### src/rtl/uart_pkg.sv
// Shared UART definitions: parity modes (common with the transmitter),
// receiver states and frame-format constants.
package uart_pkg;

    localparam logic [1:0] PARITY_SPACE = 2'b00;
    localparam logic [1:0] PARITY_ODD   = 2'b01;
    localparam logic [1:0] PARITY_EVEN  = 2'b10;
    localparam logic [1:0] PARITY_MARK  = 2'b11;

    // dataBits input encodes the data-bit count relative to this base.
    localparam int DATA_BITS_BASE = 5;

    typedef enum logic [2:0] {
        RX_IDLE,
        RX_START,
        RX_DATA,
        RX_PARITY,
        RX_STOP1,
        RX_STOP2
    } rxState_t;

endpackage

### src/rtl/uart_rx_sync.sv
// Two-flop synchroniser for the serial rx pin plus falling-edge detection
// on the synchronised line; every flop resets to the idle level 1.
module uart_rx_sync (
    input  logic clk,
    input  logic rst,
    input  logic rx,
    output logic rxs,
    output logic startEdge
);

    logic rxMeta;
    logic rxsPrev;

    // NOTE: resetting all three flops high keeps reset release from
    // looking like a start edge; the line only counts after it returns high.
    always_ff @(posedge clk) begin
        if (rst) begin
            rxMeta  <= 1'b1;
            rxs     <= 1'b1;
            rxsPrev <= 1'b1;
        end else begin
            rxMeta  <= rx;
            rxs     <= rxMeta;
            rxsPrev <= rxs;
        end
    end

    assign startEdge = rxsPrev & ~rxs;

endmodule

### src/rtl/uart_receiver.sv
// UART receiver: mid-bit sampling of a synchronised rx line, parity and stop
// checking, and a valid/ack holding register for the received word.
module uart_receiver
    import uart_pkg::*;
#(
    parameter int CLOCK_DIVISOR_WIDTH = 24
) (
    input  logic                           clk,
    input  logic                           rst,
    input  logic                           rx,
    input  logic [1:0]                     dataBits,
    input  logic                           hasParity,
    input  logic [1:0]                     parityMode,
    input  logic                           extraStopBit,
    input  logic [CLOCK_DIVISOR_WIDTH-1:0] clockDivisor,
    output logic [7:0]                     dataOut,
    output logic                           dataValid,
    output logic                           parityError,
    output logic                           framingError,
    output logic                           overrun,
    input  logic                           readData
);

    logic rxs;
    logic startEdge;

    uart_rx_sync rxSync (
        .clk       (clk),
        .rst       (rst),
        .rx        (rx),
        .rxs       (rxs),
        .startEdge (startEdge)
    );

    rxState_t                       state;
    logic [CLOCK_DIVISOR_WIDTH-1:0] latchedDiv;
    logic [CLOCK_DIVISOR_WIDTH-1:0] counter;
    logic [1:0]                     latchedBits;
    logic [1:0]                     latchedParityMode;
    logic                           latchedHasParity;
    logic                           latchedExtraStop;
    logic [2:0]                     bitCount;
    logic [7:0]                     shiftReg;
    logic                           pendParity;
    logic                           pendFrame;

    logic strobe;
    logic expectedParity;
    logic frameDone;

    always_comb begin
        strobe    = (counter == (latchedDiv >> 1));
        frameDone = strobe && (((state == RX_STOP1) && !latchedExtraStop) || (state == RX_STOP2));
        // Unreceived upper bits of shiftReg are zero, so a full-width XOR is exact.
        case (latchedParityMode)
            PARITY_EVEN: expectedParity = ^shiftReg;
            PARITY_ODD:  expectedParity = ~^shiftReg;
            PARITY_MARK: expectedParity = 1'b1;
            default:     expectedParity = 1'b0;
        endcase
    end

    always_ff @(posedge clk) begin
        if (rst) begin
            state             <= RX_IDLE;
            counter           <= '0;
            latchedDiv        <= '0;
            latchedBits       <= '0;
            latchedParityMode <= PARITY_SPACE;
            latchedHasParity  <= 1'b0;
            latchedExtraStop  <= 1'b0;
            bitCount          <= '0;
            shiftReg          <= '0;
            pendParity        <= 1'b0;
            pendFrame         <= 1'b0;
            dataOut           <= '0;
            dataValid         <= 1'b0;
            parityError       <= 1'b0;
            framingError      <= 1'b0;
            overrun           <= 1'b0;
        end else begin
            if (state != RX_IDLE)
                counter <= (counter == latchedDiv) ? '0 : counter + 1'b1;

            case (state)
                RX_IDLE: begin
                    if (startEdge) begin
                        latchedDiv        <= clockDivisor;
                        latchedBits       <= dataBits;
                        latchedParityMode <= parityMode;
                        latchedHasParity  <= hasParity;
                        latchedExtraStop  <= extraStopBit;
                        counter           <= '0;
                        bitCount          <= '0;
                        shiftReg          <= '0;
                        pendParity        <= 1'b0;
                        pendFrame         <= 1'b0;
                        state             <= RX_START;
                    end
                end
                RX_START: begin
                    if (strobe)
                        state <= rxs ? RX_IDLE : RX_DATA;
                end
                RX_DATA: begin
                    if (strobe) begin
                        shiftReg[bitCount] <= rxs;
                        bitCount           <= bitCount + 1'b1;
                        if (bitCount == 3'(DATA_BITS_BASE - 1) + {1'b0, latchedBits})
                            state <= latchedHasParity ? RX_PARITY : RX_STOP1;
                    end
                end
                RX_PARITY: begin
                    if (strobe) begin
                        pendParity <= (rxs != expectedParity);
                        state      <= RX_STOP1;
                    end
                end
                RX_STOP1: begin
                    if (strobe) begin
                        if (!rxs)
                            pendFrame <= 1'b1;
                        state <= latchedExtraStop ? RX_STOP2 : RX_IDLE;
                    end
                end
                RX_STOP2: begin
                    if (strobe)
                        state <= RX_IDLE;
                end
                default: state <= RX_IDLE;
            endcase

            // A completing frame takes priority over an acknowledge in the same cycle.
            if (frameDone) begin
                dataOut      <= shiftReg;
                parityError  <= pendParity;
                framingError <= pendFrame | ~rxs;
                overrun      <= dataValid & ~readData;
                dataValid    <= 1'b1;
            end else if (readData && dataValid) begin
                dataValid    <= 1'b0;
                parityError  <= 1'b0;
                framingError <= 1'b0;
                overrun      <= 1'b0;
            end
        end
    end

endmodule

### config.mk
export PLATFORM = sky130hd
export DESIGN_NAME = uart_receiver
export DESIGN_NICKNAME = d
export VERILOG_FILES = /design/src/rtl/uart_pkg.sv /design/src/rtl/uart_rx_sync.sv /design/src/rtl/uart_receiver.sv
export SDC_FILE = /design/constraint.sdc
export NUM_CORES = 1
export LEC_CHECK = 0
export BUFFER_PORTS_ARGS = -buffer_cell sky130_fd_sc_hd__buf_2
export CORE_AREA = 2 2 115 117
export DETAILED_ROUTE_END_ITERATION = 8
export DIE_AREA = 0 0 117 119
export PLACE_DENSITY = 0.64
export SLEW_MARGIN = 30
export SYNTH_ARGS = -nofsm -noshare
export SYNTH_HDL_FRONTEND = slang
export SYNTH_SLANG_ARGS = --single-unit
### constraint.sdc
create_clock -name clk -period 1.9 [get_ports clk]
set_input_delay 0.19 -clock clk [delete_from_list [all_inputs] [get_ports clk]]
set_output_delay 0.19 -clock clk [all_outputs]
set_load 0.05 [all_outputs]
==> out/qor.yml <==
hold_violation_total_from_the_final_report: 0
timing.setup.critical_path_class: "reg -> reg"
post-synth-top-count-cell: "nand2_1"
kind_of_cell_with_the_highest_combined_delay_on_the_critical_path: "buffers and inverters"
floorplan.initialDensity_pct: 33.6
crit_path_cell_trace: "buf_6, xnor2_2, nand4_1, nor4_2, buf_4, a211oi_4, buf_6, buf_12, a21o_1, a22o_1"
layout.cells.non_filler: 806
critical_path.endpoint_type: "register"
yosys.area_share.xor_xnor_pct: 11.7
syn2layout_area_growth_pct: 40.0
port_buffers: 45
power_density_mw_per_mm2: 910
grt_pass1_wl_um: 19400
synth.net_count: 555
worst_setup_hold_path_clk_slew_ps: 70
gp_congestion: 0.865
routed-via-count: 4014
ys.flop_type: "dfxtp_1"
post_synth_top_cells: "nand2_1 (88), dfxtp_1 (85), a21oi_1 (47)"
synth_seq_area_share_pct: 39.3
critical_path.max_stage_delay_ps: 360
cp_slowest_cell: "dfxtp_4"
startpoint_type: "register"
synth_cell_types: 50
crit_top_cell: "buf_6"
fraction_of_the_mapped_netlist_area_in_simple_logic_gates_pct: 23.7
critical_path.n_buffers_inverters: 4
number_of_diodes_added_for_antenna_fixing: 0
drv_slew: 0
postRouteAntennaNets: 0
multi_input_comb_area_mm2: 0.00271
finalCritPeriodShare_pct: 110
design.portCount: 46
first_iter_violations: 183
clock_tree.buffer_depth: 2
critPathArrivalTime_ps: 2320
drcViolationCount: 0
synth-adder-area-share_pct: 0.578
postSynth.asyncResetShare_pct: 0
status: "finished, violations left"
required_ps: 2130
worst-slew-pin-transition_ps: 506
post-place-cells: 770
overflow: 0
vdd_drop_max_uv: 717
vias_in_the_first_global_route: 3882
fill_cells: 1215
synth_compound_area_share_pct: 15.0
hpwlAfterDp_um: 8590
wl_per_cell_um: 15.5
setup_repair_after_global_routing_missed_its_margin: "yes"
p_leak_nw: 2.44
rows: 42
post_route_cells_drive_above_1_share_pct: 36.8
synthesis.yosys.warnings: 0
min_path_type: "in -> reg"
synth_top_cell_by_area: "dfxtp_1"
drt-pass1-iter-count: 4
synth_top_area_share_pct: 39.3
fin_tns_setup_ps: -4610
ys_ff_latch: 85
grt_antenna_before_repair: 0
post_synth.cell_area_avg_um2: 8.35
hold_buffers: 0
cts-buffers-inserted: 9
max_clock_freq_ghz: 0.479
root_buffer: "clkbuf_16"
nNetsFinal: 661
worst_path_max_fanout: 7
cap_violations: 0
synthMuxAreaShare_pct: 4.39
synth_enable_flop_cells: 0
dominant_combinational_cell_family_by_area_after_synthesis: "simple AND/OR/NAND/NOR gates"
violations: "setup timing"
synth.area.top_cells: "dfxtp_1 (39%), nand2_1 (7.6%), xnor2_1 (7.3%), a21oi_1 (5.4%), xor2_1 (4.4%)"
floorplan.die.height_um: 119
period_needed_ps: 2090
finalWirelength_um: 12500
largest_net_degree_at_the_start_of_global_routing: 24
setup_violations: 45
die_x_um: 117
setup_skew_ps: 11.8
avgViaCountPerCell: 4.98
area.sequential_mm2: 0.00173
design.core.area_mm2: 0.0129
dieArea_mm2: 0.0139
cts.sink_count: 85
grt_usage_pct: 18.0
tritoncts: "done"
synthesis.instances: 519
slew-limit-headroom_pct: 66.3
clock_insertion_delay_at_the_later_pin_of_the_skew_report_ps: 350
final_critical_path_setup_slack_ps: -188
htree_num_levels: 3
synthesis.area_mm2: 0.00433
==> through the flow <==
step	setup WS, ps	hold WS [ps]	power [W]	instance area [um^2]	util [%]
finish	-188	18.8	0.00552	6060	47.1
global route	-254	14.7	0.00573	6060	47.1
CTS	-142	13.8	0.00541	5900	45.8
detailed placement	-168	377	0.00322	5140	39.9
global placement	-117	376	0.00321	5140	39.9
floorplan	-34.9	292	0.00274	4350	-
==> cells by family after synthesis <==
family,after synthesis
and+or+nand+nor,202
AOI/OAI and AO/OA,102
DFF,85
xor gates and xnor gates,58
buffers and inverters,51
muxes,19
adders and majority gates,2
==> state kept, by name (all words and copies together) (netlist names) <==
signal	count
dataOut	8
pendParity	1
rxSync.rxs	1
latchedExtraStop	1
parityError	1
latchedHasParity	1
framingError	1
rxSync.rxMeta	1
latchedParityMode	2
bitCount	3
dataValid	1
rxSync.rxsPrev	1
counter	24
pendFrame	1
latchedBits	2
overrun	1
state	3
shiftReg	8
latchedDiv	24
==> worst reg2reg max path, stage by stage (launching register included) <==
cell	delay [ps]
dfxtp_4	360
buf_6	120
xnor2_2	140
nand4_1	120
nor4_2	330
buf_4	180
a211oi_4	80
buf_6	160
buf_12	140
a21o_1	160
a22o_1	180
==> layer usage <==
| layer | GRT usage, % | part of all wire (%) |
|---|---|---|
| met1 | 23.4 | 43 |
| met2 | 29.7 | 50 |
| met3 | 3.05 | 4.9 |
| met4 | 6.84 | 2.6 |
| met5 | 0 | 0 |
==> what timing repair did <==
action / 4_1_cts / 5_1_grt
pin swaps: 33 / 27
setup buffers: 12 / 5
gates cloned: 4 / 1
endpoints found under the setup margin: 46 / 49
gates resized for setup: 64 / 41
==> final cells by class <==
cell class	count	share of cell area, %
multi-input combinational	383	44.6
clock inverter	6	1.28
tap	176	3.63
inverter	12	0.743
sequential	85	28.6
timing repair buffer	134	17.4
clock buffer	10	3.78
==> power by group <==
group	internal, W	leakage [nW]	switching, W
clock	0.00105	0.148	0.000809
sequential	0.00187	0.698	0.000103
combinational	0.000838	1.60	0.000853
total	0.00375	2.44	0.00176
==> path summary, 6_finish.rpt <==
path                    to            from  slack, ps  depth (start not counted)
max reg2reg    counter[10]  latchedDiv[14]       -190                         10
min          rxSync.rxMeta              rx         20                          2
min reg2reg     rxSync.rxs   rxSync.rxMeta        410                          1
max            counter[10]  latchedDiv[14]       -190                         10
==> layout by cell type (no fill, tap or decap), types with 5 or more instances in the layout <==
master and n:
a21o_1 6, a21oi_1 39, a21oi_2 8, a22o_1 9, a31oi_1 13, buf_2 45
buf_4 64, buf_6 20, clkbuf_16 9, dfxtp_1 65, dfxtp_2 18, inv_1 10
mux2i_1 18, nand2_1 84, nand2b_1 12, nand3_1 8, nand3_2 5, nand4_1 12
nor2_1 32, nor2b_1 8, xnor2_1 31, xor2_1 19
(Power assumes the default switching activity.)
